<file path="config.mk">
export PLATFORM = sky130hd
export DESIGN_NAME = rgb_gray_reader_flat
export DESIGN_NICKNAME = d
export VERILOG_FILES = /design/src/rtl/rgb_gray_if.sv /design/src/rtl/rgb_gray_reader.sv /design/src/flat_wrapper.sv
export SDC_FILE = /design/constraint.sdc
export NUM_CORES = 1
export LEC_CHECK = 0
export BUFFER_PORTS_ARGS = -buffer_cell sky130_fd_sc_hd__buf_4
export CAP_MARGIN = 20
export CORE_MARGIN = 5
export CORE_UTILIZATION = 44
export CTS_BUF_LIST = sky130_fd_sc_hd__clkbuf_8
export DETAILED_ROUTE_END_ITERATION = 8
export PLACE_DENSITY = 0.58
export SYNTH_ARGS = -nofsm -noshare
export SYNTH_HDL_FRONTEND = slang
export SYNTH_SLANG_ARGS = --single-unit
</file>
<file path="constraint.sdc">
create_clock -name clk -period 7.2 [get_ports clk]
set_input_delay 0.36 -clock clk [delete_from_list [all_inputs] [get_ports clk]]
set_output_delay 0.36 -clock clk [all_outputs]
set_load 0.03 [all_outputs]
</file>
<file path="src/rtl/rgb_gray_if.sv">
// Pixel-stream interface between the RWM_1 byte source, the gray converter and its downstream consumer.
// The master side drives bytes and out_ready; the slave side is the converter.
interface rgb_gray_if;
  logic       in_valid;
  logic [7:0] in_data;
  logic       pause;
  logic [7:0] out_data;
  logic       out_valid;
  logic       out_ready;

  modport master (
    output in_valid, in_data, out_ready,
    input  pause, out_data, out_valid
  );

  modport slave (
    input  in_valid, in_data, out_ready,
    output pause, out_data, out_valid
  );
endinterface

</file>
<file path="src/rtl/rgb_gray_reader.sv">
// Reads the R,G,B byte stream from RWM_1, converts each triplet to an 8-bit luma value and
// buffers it in a small FIFO with pause-based back-pressure and frame-done signalling.
module rgb_gray_reader #(
  parameter int unsigned N          = 2,
  parameter int unsigned M          = 2,
  parameter int unsigned FIFO_DEPTH = 4,
  parameter int unsigned CR         = 77,
  parameter int unsigned CG         = 150,
  parameter int unsigned CB         = 29
) (
  input  logic         clk,
  input  logic         rst_n,
  input  logic         start,
  rgb_gray_if.slave    bus,
  output logic         busy,
  output logic         gray_done,
  output logic         err_overflow
);

  localparam int unsigned PW  = $clog2(FIFO_DEPTH);
  localparam int unsigned CW  = PW + 1;
  localparam int unsigned PIX = N * M;
  localparam int unsigned XW  = (PIX > 1) ? $clog2(PIX) : 1;
  localparam logic [CW-1:0] DEPTH_C = CW'(FIFO_DEPTH);
  localparam logic [CW-1:0] HIGH_C  = CW'(FIFO_DEPTH - 1);
  localparam logic [XW-1:0] LAST_C  = XW'(PIX - 1);

  typedef enum logic [1:0] {
    S_IDLE  = 2'd0,
    S_RUN   = 2'd1,
    S_DRAIN = 2'd2
  } state_t;

  // Weighted sum fits 16 bits because the coefficients add up to 256; the top byte is the luma.
  function automatic logic [7:0] luma(input logic [7:0] r, input logic [7:0] g, input logic [7:0] b);
    logic [15:0] sum;
    sum = (16'(CR) * {8'd0, r}) + (16'(CG) * {8'd0, g}) + (16'(CB) * {8'd0, b});
    return sum[15:8];
  endfunction

  state_t          state_r, state_nxt_s;
  logic [1:0]      phase_r;
  logic [7:0]      r_r, g_r;
  logic [XW-1:0]   pix_cnt_r;
  logic [PW-1:0]   wr_ptr_r, rd_ptr_r, rd_ptr_nxt_s;
  logic [CW-1:0]   count_r, count_nxt_s;
  logic [7:0]      mem_r [FIFO_DEPTH];
  logic [7:0]      gray_s, head_nxt_s;
  logic            out_valid_r, pause_r, busy_r, gray_done_r, err_r;
  logic [7:0]      out_data_r;
  logic            take_s, b_byte_s, pop_s, full_s, push_s, drop_s, stray_s, last_pix_s;

  assign take_s     = bus.in_valid && (state_r == S_RUN);
  assign stray_s    = bus.in_valid && (state_r != S_RUN);
  assign b_byte_s   = take_s && (phase_r == 2'd2);
  assign pop_s      = out_valid_r && bus.out_ready;
  assign full_s     = (count_r == DEPTH_C);
  // A pop in the same cycle frees the slot, so a full FIFO can still accept.
  assign push_s     = b_byte_s && (!full_s || pop_s);
  assign drop_s     = b_byte_s && full_s && !pop_s;
  assign last_pix_s = b_byte_s && (pix_cnt_r == LAST_C);
  assign gray_s     = luma(r_r, g_r, bus.in_data);

  // Frame sequencing: IDLE -> RUN on start, RUN -> DRAIN on last pixel, DRAIN -> IDLE when empty.
  always_comb begin
    state_nxt_s = state_r;
    case (state_r)
      S_IDLE: begin
        if (start) state_nxt_s = S_RUN;
        else       state_nxt_s = S_IDLE;
      end
      S_RUN: begin
        if (last_pix_s) state_nxt_s = S_DRAIN;
        else            state_nxt_s = S_RUN;
      end
      S_DRAIN: begin
        if (count_r == {CW{1'b0}}) state_nxt_s = S_IDLE;
        else                       state_nxt_s = S_DRAIN;
      end
      default: state_nxt_s = S_IDLE;
    endcase
  end

  // Next FIFO occupancy, read pointer and the value that will sit at the head after this edge.
  always_comb begin
    count_nxt_s = count_r;
    case ({push_s, pop_s})
      2'b10:   count_nxt_s = count_r + CW'(1);
      2'b01:   count_nxt_s = count_r - CW'(1);
      default: count_nxt_s = count_r;
    endcase
    if (pop_s) rd_ptr_nxt_s = rd_ptr_r + PW'(1);
    else       rd_ptr_nxt_s = rd_ptr_r;
    if (push_s && (wr_ptr_r == rd_ptr_nxt_s)) head_nxt_s = gray_s;
    else                                      head_nxt_s = mem_r[rd_ptr_nxt_s];
  end

  // FIFO storage; contents need no reset since out_valid gates every read.
  always_ff @(posedge clk) begin
    if (push_s) mem_r[wr_ptr_r] <= gray_s;
  end

  // Control state, byte assembly, FIFO pointers and registered outputs.
  always_ff @(posedge clk or negedge rst_n) begin
    if (!rst_n) begin
      state_r     <= S_IDLE;
      phase_r     <= 2'd0;
      r_r         <= 8'd0;
      g_r         <= 8'd0;
      pix_cnt_r   <= {XW{1'b0}};
      wr_ptr_r    <= {PW{1'b0}};
      rd_ptr_r    <= {PW{1'b0}};
      count_r     <= {CW{1'b0}};
      out_valid_r <= 1'b0;
      out_data_r  <= 8'd0;
      pause_r     <= 1'b0;
      busy_r      <= 1'b0;
      gray_done_r <= 1'b0;
      err_r       <= 1'b0;
    end else begin
      state_r <= state_nxt_s;
      if (take_s) begin
        phase_r <= (phase_r == 2'd2) ? 2'd0 : phase_r + 2'd1;
        if (phase_r == 2'd0) r_r <= bus.in_data;
        if (phase_r == 2'd1) g_r <= bus.in_data;
      end
      if (b_byte_s) pix_cnt_r <= last_pix_s ? {XW{1'b0}} : pix_cnt_r + XW'(1);
      if (push_s) wr_ptr_r <= wr_ptr_r + PW'(1);
      rd_ptr_r    <= rd_ptr_nxt_s;
      count_r     <= count_nxt_s;
      out_valid_r <= (count_nxt_s != {CW{1'b0}});
      if (count_nxt_s != {CW{1'b0}}) out_data_r <= head_nxt_s;
      // One slot of headroom absorbs the byte RWM_1 still sends in the cycle pause rises.
      pause_r     <= (state_nxt_s == S_RUN) && (count_nxt_s >= HIGH_C);
      busy_r      <= (state_nxt_s != S_IDLE);
      gray_done_r <= (state_r == S_DRAIN) && (count_r != {CW{1'b0}}) && (count_nxt_s == {CW{1'b0}});
      if (drop_s || stray_s) err_r <= 1'b1;
    end
  end

  assign bus.pause     = pause_r;
  assign bus.out_valid = out_valid_r;
  assign bus.out_data  = out_data_r;
  assign busy          = busy_r;
  assign gray_done     = gray_done_r;
  assign err_overflow  = err_r;

endmodule

</file>
<file path="src/flat_wrapper.sv">
// flat-port wrapper written by rule: the top's interface ports become plain ports
module rgb_gray_reader_flat 
#(
  parameter int unsigned N          = 2,
  parameter int unsigned M          = 2,
  parameter int unsigned FIFO_DEPTH = 4,
  parameter int unsigned CR         = 77,
  parameter int unsigned CG         = 150,
  parameter int unsigned CB         = 29
)
  (clk, rst_n, start, busy, gray_done, err_overflow, bus_in_valid, bus_in_data, bus_out_ready, bus_pause, bus_out_data, bus_out_valid);
  rgb_gray_if bus_i ();
  input  logic clk;
  input  logic rst_n;
  input  logic start;
  output logic busy;
  output logic gray_done;
  output logic err_overflow;
  input wire logic [$bits(bus_i.in_valid)-1:0] bus_in_valid;
  input wire logic [$bits(bus_i.in_data)-1:0] bus_in_data;
  input wire logic [$bits(bus_i.out_ready)-1:0] bus_out_ready;
  output wire logic [$bits(bus_i.pause)-1:0] bus_pause;
  output wire logic [$bits(bus_i.out_data)-1:0] bus_out_data;
  output wire logic [$bits(bus_i.out_valid)-1:0] bus_out_valid;
  assign bus_i.in_valid = bus_in_valid;
  assign bus_i.in_data = bus_in_data;
  assign bus_i.out_ready = bus_out_ready;
  assign bus_pause = bus_i.pause;
  assign bus_out_data = bus_i.out_data;
  assign bus_out_valid = bus_i.out_valid;
  rgb_gray_reader #(.N(N), .M(M), .FIFO_DEPTH(FIFO_DEPTH), .CR(CR), .CG(CG), .CB(CB)) u_core (.clk(clk), .rst_n(rst_n), .start(start), .bus(bus_i), .busy(busy), .gray_done(gray_done), .err_overflow(err_overflow));
endmodule
</file>
# Word-level counts from Yosys, hierarchy flattened
# Memory sizes are Yosys's and may differ from the RTL's. A register that Yosys moved wholly into a read port is not among the register bits.
# Index checks and enable logic that the tools add are counted.
# word_totals
output_inout_bits	13
word_cells	71
ram_bits	32
register_bits	34
n_memories	1
# op_classes
multipliers	3
reduce_logical	25
n_mux	10
n_addsub	8
eq_ne	10
n_lt_le_gt_ge	1
# memory_table
name	depth	width	rd	rd_ports_with_merged_regs	write_ports	line	rtl
u_core.mem_r	4	8	1	1	1	rgb_gray_reader.sv:47	logic [7:0] mem_r [FIFO_DEPTH];
# ops
cell	n
7-bit by 8-bit multiplier with 15-bit output (first input constant)	2
15-bit by 16-bit adder with 16-bit output	1
16-bit by 13-bit adder with 16-bit output	1
5-bit by 8-bit multiplier with 13-bit output (first input constant)	1
1-bit logical AND	11
2-bit 2-to-1 mux	5
2-bit by 1-bit adder with 2-bit output (second input constant)	4
2-bit by 1-bit == test with 1-bit output (second input constant)	4
2-bit == test (second input constant)	4
3-bit zero test	2
2-bit one-hot mux with 3 select lines	1
3-bit one-hot mux with 2 select lines	1
3-bit nonzero test	2
2-bit zero test	2
2-bit AND reduction	2
3-bit by 1-bit adder with 3-bit output (second input constant)	1
3-bit == test (second input constant)	1
3-bit by 2-bit >= comparator with 1-bit output (second input constant)	1
1-bit zero test	3
1-bit 2-to-1 mux	3
3-bit by 1-bit subtractor with 3-bit output (second input constant)	1
1-bit logical OR	2
2-bit by 1-bit inequality test with 1-bit output (second input constant)	1
2-bit nonzero test	1

# Depth between registers and ports, before layout
# Gate-level depths: netlist of run 1.
# depth
word_depth	8
ltp_mapped	25
mapped_depth_nobuf	25

# Worst setup path after synthesis of run 1
# Ideal clock, no wire load.
# synth_timing
kind	reg2reg
startpoint	reg, netlist name u_core.g_r[5]
endpoint	reg u_core.out_data_r[6] (netlist: u_core.bus.out_data[6]), read port of u_core.mem_r
t_arrival_ns	5.910
path_stages_with_launch	25
t_required_ns	7.118
slack_ns	1.208
n_path_buf	0
period_less_slack_ns	5.992
setup_time_ns	0.082
cell_sequence	dfrtp_1 -> ha_1 -> ha_1 -> ha_1 -> inv_1 -> fa_1 -> inv_1 -> ha_1 -> a21oi_1 -> o21ai_0 -> a21oi_1 -> xnor2_1 -> ha_1 -> fa_1 -> inv_1 -> fa_1 -> fa_1 -> inv_1 -> ha_1 -> nand4_1 -> nor3_1 -> nor3_2 -> or3_1 -> a21o_1 -> a31oi_1
# synth_lines
item	line	rtl
end, declared	rgb_gray_reader.sv:50	logic [7:0] out_data_r;

==> flow_summary.toml, run 1 <==
[status]
outcome = "finished, violations left"
violations = "hold timing"

[floorplanning]
fp.dieArea_um2 = 16700
die_x_um = 129
coreArea_um2 = 13900
io_pins = 26
initial_core_util_pct = 45.0
die_h_um = 129
num_rows = 43

[detailed_routing]
vias = 3882
met2_length_mm = 5.75
drcViolationCount = 0
wl_per_cell_um = 16.0
routed_via_density = 5.18
dr.pass1.iters = 4
routed_wl_mm = 12.0
dr.first_iter.drc_count = 182
wl_met3_um = 473
drt-met1-wl_mm = 5.60
ant_nets = 0
highest_layer = "met4"

[final_layout]
num-fill-cells = 1254
instances_no_fill = 750
num_antenna_cells = 0
multiInputGateArea_um2 = 3810
seq_area_um2 = 2010
final_util_pct = 49.1
nNetsFinal = 723
drive_gt1_share_pct = 12.6
syn_to_final_growth_pct = 9.04

[clocking]
ctsLongestPathBuffers = 2
numCtsBuffers = 9
cts_hold_buf = 0
worstSkewPairLatency_ns = 0.36
htreeDepth = 3
clock_sinks = 74
clockRootBuffer = "clkbuf_8"
postCtsSetupBuffers = 0
clk_pin_slew_ns = 0.09
post_cts_resized = 0
cts_tree = "done"

[sta]
post-route-period-util_pct = 92.0
layout_min_cycle_time_ns = 6.63
setup_tns_ns = 0
max_slew.worst_pin.slew_ns = 0.739
fmax_mhz = 151
finalHoldViolCount = 3
grt_setup_unrepaired = "no"
finalSetupViolCount = 0
hold_ws_ns = -0.00271
clock_skew_ns = 0.0150
slew_headroom_pct = 50.5
slew_viol_final = 0

[yosys]
yosysWarnings = 0
synth_top_area_cell = "fa_1"
synthTopCellsByCount = "inv_1, ha_1, fa_1"
synth.most_common_cell = "inv_1"
syn_inst = 534
synth.area.top_cells = "fa_1, ha_1, dfrtp_1, edfxtp_1, inv_1"
synth-seq-cells = 74
mappedNetlistArea_um2 = 6240
ys_async_sr_fraction_pct = 56.8
avgSynthCellArea_um2 = 11.7
synth_edf_count = 32
ys.flop_type = "dfrtp_1"
ys_seq_area_share_pct = 32.2
synth.distinct_cells = 56
syn-num-nets = 692
synth_top_area_share_pct = 18.0

[placed_design]
port-buffer-count = 25
routabilityCongestion = 0.823
placedCellCount = 734
dp_hpwl_mm = 9.45

[global_routing]
grt_max_degree = 43
track_usage_pct = 15.7
first_global_vias = 4049
antenna_found_initial = 0
gr-total-overflow = 0
grt_first_pass_wirelength_mm = 20.2

[critical_path]
end_kind = "flip-flop"
cp.required_ns = 7.51
cp.arrival_ns = 6.94
worst_setup_path_start_kind = "flip-flop"
critPathMaxFanout = 5
worstSetupPathType = "flip-flop to flip-flop"

[hold_path]
min_path_type = "primary input to asynchronous set/reset pin"

[flow_run]
max-cap-violations = 0
[cells in the final DEF, fill, tap and decap left out, drive strengths merged, types with 19 or more instances in the layout]
master / synthesis / layout
inv: 99 / 102
ha: 89 / 89
fa: 56 / 56
dfrtp: 42 / 42
edfxtp: 32 / 32
nand2: 28 / 28
buf: 3 / 26
a21oi: 21 / 21
nor2: 19 / 19
[layer usage]
metal  vias up  track usage [%]
li1       1879                -
met1      1923             21.3
met2        65             25.4
met3        15             3.30
met4         0             4.82
met5         -                0
[state kept, by name, summed over array words and instances, names as in the netlist, 2 cells and up]
signal / count
u_core.wr_ptr_r: 2
u_core.state_r: 2
u_core.mem_r: 32
u_core.g_r: 8
u_core.pix_cnt_r: 2
u_core.rd_ptr_r: 2
u_core.phase_r: 2
u_core.bus.out_data: 8
u_core.r_r: 8
u_core.count_r: 3
[cell families after synthesis]
logic type / count (synthesis) / synth area share (%)
DFF: 74 / 32.2
buffers and inverters: 105 / 6.73
adders and majority gates: 145 / 35.8
xor gates and xnor gates: 21 / 3.19
muxes: 30 / 6.93
and+or+nand+nor: 81 / 6.63
AOI/OAI and AO/OA: 78 / 8.52
[worst paths after layout]
kind | from | end | slack [ns] | cells after the start
min in group clk | bus_in_valid | u_core.err_overflow | 0.25 | 3
worst min-delay path | rst_n | u_core.bus.out_data[2] | -0.003 | 1
worst min register to register | u_core.err_overflow | u_core.err_overflow | 0.50 | 2
worst max register to register | u_core.g_r[5] | u_core.bus.out_data[7] | 0.57 | 23
max in group asynchronous | rst_n | u_core.r_r[4] | 6.78 | 1
worst max-delay path | u_core.g_r[5] | u_core.bus.out_data[7] | 0.57 | 23
[final cells by class]
type                            count  share of cell area [%]
Clock inverter                      7                    1.01
Sequential cell                    74                    29.5
Multi-Input combinational cell    355                    56.0
Clock buffer                        9                    1.82
Tap cell                          180                    3.31
Inverter                           99                    5.46
Timing Repair Buffer               26                    2.87
[metrics by stage]
stage	setup slack [ns]	area, um^2
after global routing	0.180	6810
after detailed placement	0.583	6620
after CTS	0.562	6810
after floorplan	1.21	6240
after global placement	0.799	6620
final	0.572	6810
[worst max-delay path, cell delays in order (launching register included)]
cell      delay (ns)
dfrtp_1         0.45
ha_1            0.31
ha_1            0.29
ha_1            0.28
inv_1           0.05
fa_1            0.49
inv_1           0.04
ha_1            0.34
xnor2_1         0.30
fa_1            0.47
inv_1           0.07
ha_1            0.22
inv_1           0.07
fa_1            0.44
fa_1            0.54
inv_1           0.04
ha_1            0.33
a2111o_1        0.41
a211oi_2        0.34
nor3_1          0.17
nor3_2          0.24
o31ai_1         0.10
xnor2_1         0.37
a31o_1          0.20
Power of run 1 is left out: the tool's default activity adds up to more than one toggle a clock period on the data nets, which glitch-free logic cannot reach.
==> inputs of run 2 (changes only) <==
--- a/config.mk
+++ b/config.mk
@@ -12,6 +12,7 @@
 export CTS_BUF_LIST = sky130_fd_sc_hd__clkbuf_8
 export DETAILED_ROUTE_END_ITERATION = 8
 export PLACE_DENSITY = 0.58
+export RECOVER_POWER = 50
 export SYNTH_ARGS = -nofsm -noshare
 export SYNTH_HDL_FRONTEND = slang
 export SYNTH_SLANG_ARGS = --single-unit
==> run 2 against run 1 <==
  * The run ends with capacitance limit, slew limit left
  * Worst setup slack worse by 0.026 ns
  * Global-route usage unchanged
  * Non-clock buffer count unchanged
  * Fmax decreased by 0.39%
  * Worst hold slack improved by 0.23 ns
  * Register-to-register slack lost 0.03 ns
  * Core utilization is 0.61 points lower
  * Critical path depth is the same
  * Count of clock-buffer cells in the layout stayed put
  * Die area is the same
  * First-iteration DRC count increased by 3.3%
  * Sequential cell count unchanged
  * Critical endpoint unchanged
  * Largest cell class unchanged
==> flow_summary.toml, run 2 (synthesis results as in run 1) <==
[global_routing]
first_global_vias = 4049
grt_first_pass_wirelength_mm = 20.2
track_usage_pct = 15.7
grt_max_degree = 43
antenna_found_initial = 0
gr-total-overflow = 0

[critical_path]
cp.required_ns = 7.51
end_kind = "flip-flop"
max_stage_delay_ns = 0.54
critPathMaxFanout = 5
worstSetupPathType = "flip-flop to flip-flop"
worst_path_most_repeated_cell = "ha_1"
critPathBufInv = 5
cp.arrival_ns = 6.97
crit_chain = "ha_1 -> ha_1 -> ha_1 -> inv_1 -> fa_1 -> inv_1 -> ha_1 -> xnor2_1 -> fa_1 -> inv_1 -> ha_1 -> inv_1 -> fa_1 -> fa_1 -> inv_1 -> ha_1 -> a2111o_1 -> a211oi_2 -> nor3_1 -> nor3_2 -> o31ai_1 -> xnor2_1 -> a31o_1"
rr_startpoint = "u_core.g_r[5]"
path_delay_family = "adder cells"
crit_slowest_cell = "fa_1"
crit_start = "u_core.g_r[5]"
worst_setup_path_start_kind = "flip-flop"

[clocking]
worstSkewPairLatency_ns = 0.37
cts_tree = "done"
clockRootBuffer = "clkbuf_8"
postCtsSetupBuffers = 0
clk_pin_slew_ns = 0.09
clock_sinks = 74
numCtsBuffers = 9
post_cts_resized = 0
cts_hold_buf = 0
ctsLongestPathBuffers = 2
htreeDepth = 3

[sta]
slew_viol_final = 43
layout_min_cycle_time_ns = 6.65
finalHoldViolCount = 0
worst_slack_ns = 0.547
clock_skew_ns = 0.0157
max_slew.worst_pin.slew_ns = 2.56
grt_setup_unrepaired = "no"
post-route-period-util_pct = 92.4
fmax_mhz = 150
setup_tns_ns = 0
finalSetupViolCount = 0
slew_headroom_pct = -70.4

[detailed_routing]
routed_wl_mm = 12.0
routed_via_density = 5.14
drcViolationCount = 0
dr.pass1.iters = 4
vias = 3858
wl_per_cell_um = 16.0
dr.first_iter.drc_count = 188
ant_nets = 0

[floorplanning]
die_x_um = 129
num_rows = 43
fp.dieArea_um2 = 16700
io_pins = 26
die_h_um = 129
initial_core_util_pct = 45.0
coreArea_um2 = 13900

[status]
outcome = "finished, violations left"
violations = "capacitance limit, slew limit"

[final_layout]
mostFrequentLayoutCells = "inv_1, ha_1, fa_1"
drive_gt1_share_pct = 9.30
num_antenna_cells = 0
largest_reg_flops = 32
final_common_cell = "inv_1"
syn_to_final_growth_pct = 7.67
regMostFlops = "u_core.mem_r"
nNetsFinal = 723

[placed_design]
port-buffer-count = 25
dp_hpwl_mm = 9.45
pre_cts_ws_ns = 0.583
routabilityCongestion = 0.823

[hold_path]
hp-start = "bus_in_valid"
min_path_type = "primary input to flip-flop"

[flow_run]
max-cap-violations = 1
==> run 2: path summary, 6_finish.rpt <==
path	cells past startpoint	endpoint	slack, ns
max in group asynchronous	1	u_core.r_r[5]	4.96
setup reg to reg	23	u_core.bus.out_data[7]	0.55
hold / removal	3	u_core.err_overflow	0.23
min in group asynchronous	1	u_core.bus.out_data[2]	0.78
hold reg to reg	2	u_core.err_overflow	0.50
setup / recovery	23	u_core.bus.out_data[7]	0.55
==> run 2: tightest hold or removal path, cell delays in order <==
cell and delay (ns):
buf_4 0.09, a21oi_1 0.05, nand2_1 0.06
==> run 2: layout make-up <==
type / count / area (um^2)
Clock buffer: 9 / 124
Clock inverter: 7 / 68.8
Fill cell: 1276 / 7160
Inverter: 99 / 372
Multi-Input combinational cell: 355 / 3780
Sequential cell: 74 / 2010
Tap cell: 180 / 225
Timing Repair Buffer: 26 / 139
==> run 2: metrics by stage <==
step / instances / cell area [um^2] / util (%) / hold WS (ns)
2_1_floorplan: 534 / 6240 / - / 0.0644
3_3_place_gp: 734 / 6620 / 47.7 / 0.421
3_5_place_dp: 734 / 6620 / 47.7 / 0.432
4_1_cts: 750 / 6810 / 49.1 / 0.0158
5_1_grt: 750 / 6720 / 48.4 / 0.234
6_report: 750 / 6720 / 48.4 / 0.229
==> run 2: routing by layer <==
metal	wire length [um]	GRT usage (%)
met1	5640	21.3
met2	5710	25.4
met3	477	3.30
met4	179	4.82
met5	0	0
Power of run 2 is left out for the same reason.
==> inputs of run 3 (changes only) <==
--- a/config.mk
+++ b/config.mk
@@ -11,7 +11,7 @@
 export CORE_UTILIZATION = 44
 export CTS_BUF_LIST = sky130_fd_sc_hd__clkbuf_8
 export DETAILED_ROUTE_END_ITERATION = 8
-export PLACE_DENSITY = 0.58
+export HOLD_SLACK_MARGIN = 0.08
 export RECOVER_POWER = 50
 export SYNTH_ARGS = -nofsm -noshare
 export SYNTH_HDL_FRONTEND = slang
==> run 3 against run 2 <==
  * The run still ends with capacitance limit, slew limit left
  * Critical path depth is 2 higher
  * First-iteration DRC count is 16% higher
  * Fmax is 2.8% higher
  * Global-route usage is 0.67 points lower
  * Sequential share of layout area is 0.056 points lower
  * Die area stayed put
  * Clock skew is 0.0076 ns lower
  * Register-to-register slack better by 0.18 ns
  * Critical path type unchanged
  * Critical endpoint unchanged
  * Largest cell class unchanged
==> flow_summary.toml, run 3 (synthesis results as in run 1) <==
[status]
outcome = "finished, violations left"
violations = "capacitance limit, slew limit"

[final_layout]
regMostFlops = "u_core.mem_r"
instances_no_fill = 751
final_util_pct = 48.5
mostFrequentLayoutCells = "inv_1, ha_1, fa_1"
num_antenna_cells = 0
nNetsFinal = 724
final_common_cell = "inv_1"
drive_gt1_share_pct = 9.28
largest_reg_flops = 32
syn_to_final_growth_pct = 7.87

[clocking]
ctsLongestPathBuffers = 2
htreeDepth = 3
cts_tree = "done"
clock_sinks = 74
numCtsBuffers = 9
worstSkewPairLatency_ns = 0.37
clk_pin_slew_ns = 0.08
clockRootBuffer = "clkbuf_8"

[flow_run]
max-cap-violations = 1

[detailed_routing]
wl_per_cell_um = 15.4
vias = 3857
dr.first_iter.drc_count = 218
dr.pass1.iters = 4
routed_wl_mm = 11.5
ant_nets = 0
routed_via_density = 5.14
drcViolationCount = 0

[critical_path]
cp.arrival_ns = 6.78
end_kind = "flip-flop"
rr_startpoint = "u_core.g_r[3]"
worst_setup_path_start_kind = "flip-flop"
ff2ff_setup_slack_ns = 0.73
r2r-end = "u_core.bus.out_data[7]"
critPathMaxFanout = 5
r2r_cells = 25
crit_end = "u_core.bus.out_data[7]"
cp.required_ns = 7.51
crit_start = "u_core.g_r[3]"
worstSetupPathType = "flip-flop to flip-flop"

[hold_path]
min_path_type = "primary input to flip-flop"

[placed_design]
dp_hpwl_mm = 9.32
port-buffer-count = 25
placedCellCount = 734
routabilityCongestion = 0.855

[floorplanning]
initial_core_util_pct = 45.0
die_x_um = 129
coreArea_um2 = 13900
num_rows = 43
io_pins = 26
die_h_um = 129
fp.dieArea_um2 = 16700

[global_routing]
gr-total-overflow = 0
grt_first_pass_wirelength_mm = 19.6
first_global_vias = 4018
track_usage_pct = 15.0
antenna_found_initial = 0
grt_max_degree = 43

[sta]
post-route-period-util_pct = 89.9
finalHoldViolCount = 0
slew_viol_final = 43
grt_setup_unrepaired = "no"
slew_headroom_pct = -65.3
max_slew.worst_pin.slew_ns = 2.48
fmax_mhz = 155
setup_tns_ns = 0
layout_min_cycle_time_ns = 6.47
finalSetupViolCount = 0
clock_skew_ns = 0.00812
run 3: changes by cell type in the layout (fill, tap and decap cells not counted):
cell | before | now
dlygate4sd3_1 | 0 | 1
inv_6 | 2 | 1
clkinv_4 | 0 | 1
clkinv_2 | 2 | 1
clkinvlp_4 | 1 | 2
run 3: how the worst min path moves through the flow:
stage                            start                      to  depth (start not counted)
after floorplan                  rst_n  u_core.bus.out_data[0]                          0
after global placement           rst_n  u_core.bus.out_data[2]                          1
after detailed placement         rst_n  u_core.bus.out_data[2]                          1
after CTS                 bus_in_valid     u_core.err_overflow                          3
after global routing      bus_in_valid     u_core.err_overflow                          3
final                     bus_in_valid     u_core.err_overflow                          3
run 3: timing repair:
action	4_1_cts	5_1_grt
endpoints found under the hold margin	42	0
endpoints found under the setup margin	0	0
setup buffers	0	0
hold buffers	1	0
resized for setup	0	0
run 3: area by class of cell:
| cell class | count | area, um^2 |
|---|---|---|
| Sequential cell | 74 | 2010 |
| Clock inverter | 7 | 71.3 |
| Multi-Input combinational cell | 355 | 3780 |
| Tap cell | 180 | 225 |
| Fill cell | 1305 | 7140 |
| Timing Repair Buffer | 27 | 149 |
| Clock buffer | 9 | 124 |
| Inverter | 99 | 372 |
run 3: metrics by stage:
step	area (um^2)	hold WS [ns]	setup slack, ns
detailed placement	6620	0.402	0.729
finish	6740	0.233	0.728
CTS	6820	0.236	0.720
global route	6740	0.225	0.328
floorplan	6240	0.0644	1.21
global placement	6620	0.396	0.864
run 3: critical path, cell delays in order, from the launching register on:
cell	delay (ns)
dfrtp_1	0.45
ha_1	0.33
ha_1	0.28
ha_1	0.27
inv_1	0.05
fa_1	0.50
inv_1	0.04
ha_1	0.34
a21oi_1	0.19
o21ai_0	0.11
a21oi_1	0.19
xnor2_1	0.14
ha_1	0.27
fa_1	0.51
inv_1	0.05
fa_1	0.46
fa_1	0.54
inv_1	0.04
ha_1	0.34
a21o_1	0.18
a21oi_1	0.14
nor2b_1	0.09
nor3_2	0.22
o31ai_1	0.11
xnor2_1	0.38
a31o_1	0.20
run 3: per-layer routing:
metal / wire, um / up-vias / track usage, %
met5: 0 / - / 0
met4: 166 / 0 / 4.14
met3: 366 / 15 / 3.09
met2: 5590 / 48 / 24.9
met1: 5420 / 1907 / 20.0
li1: - / 1887 / -
Power of run 3 is left out for the same reason.
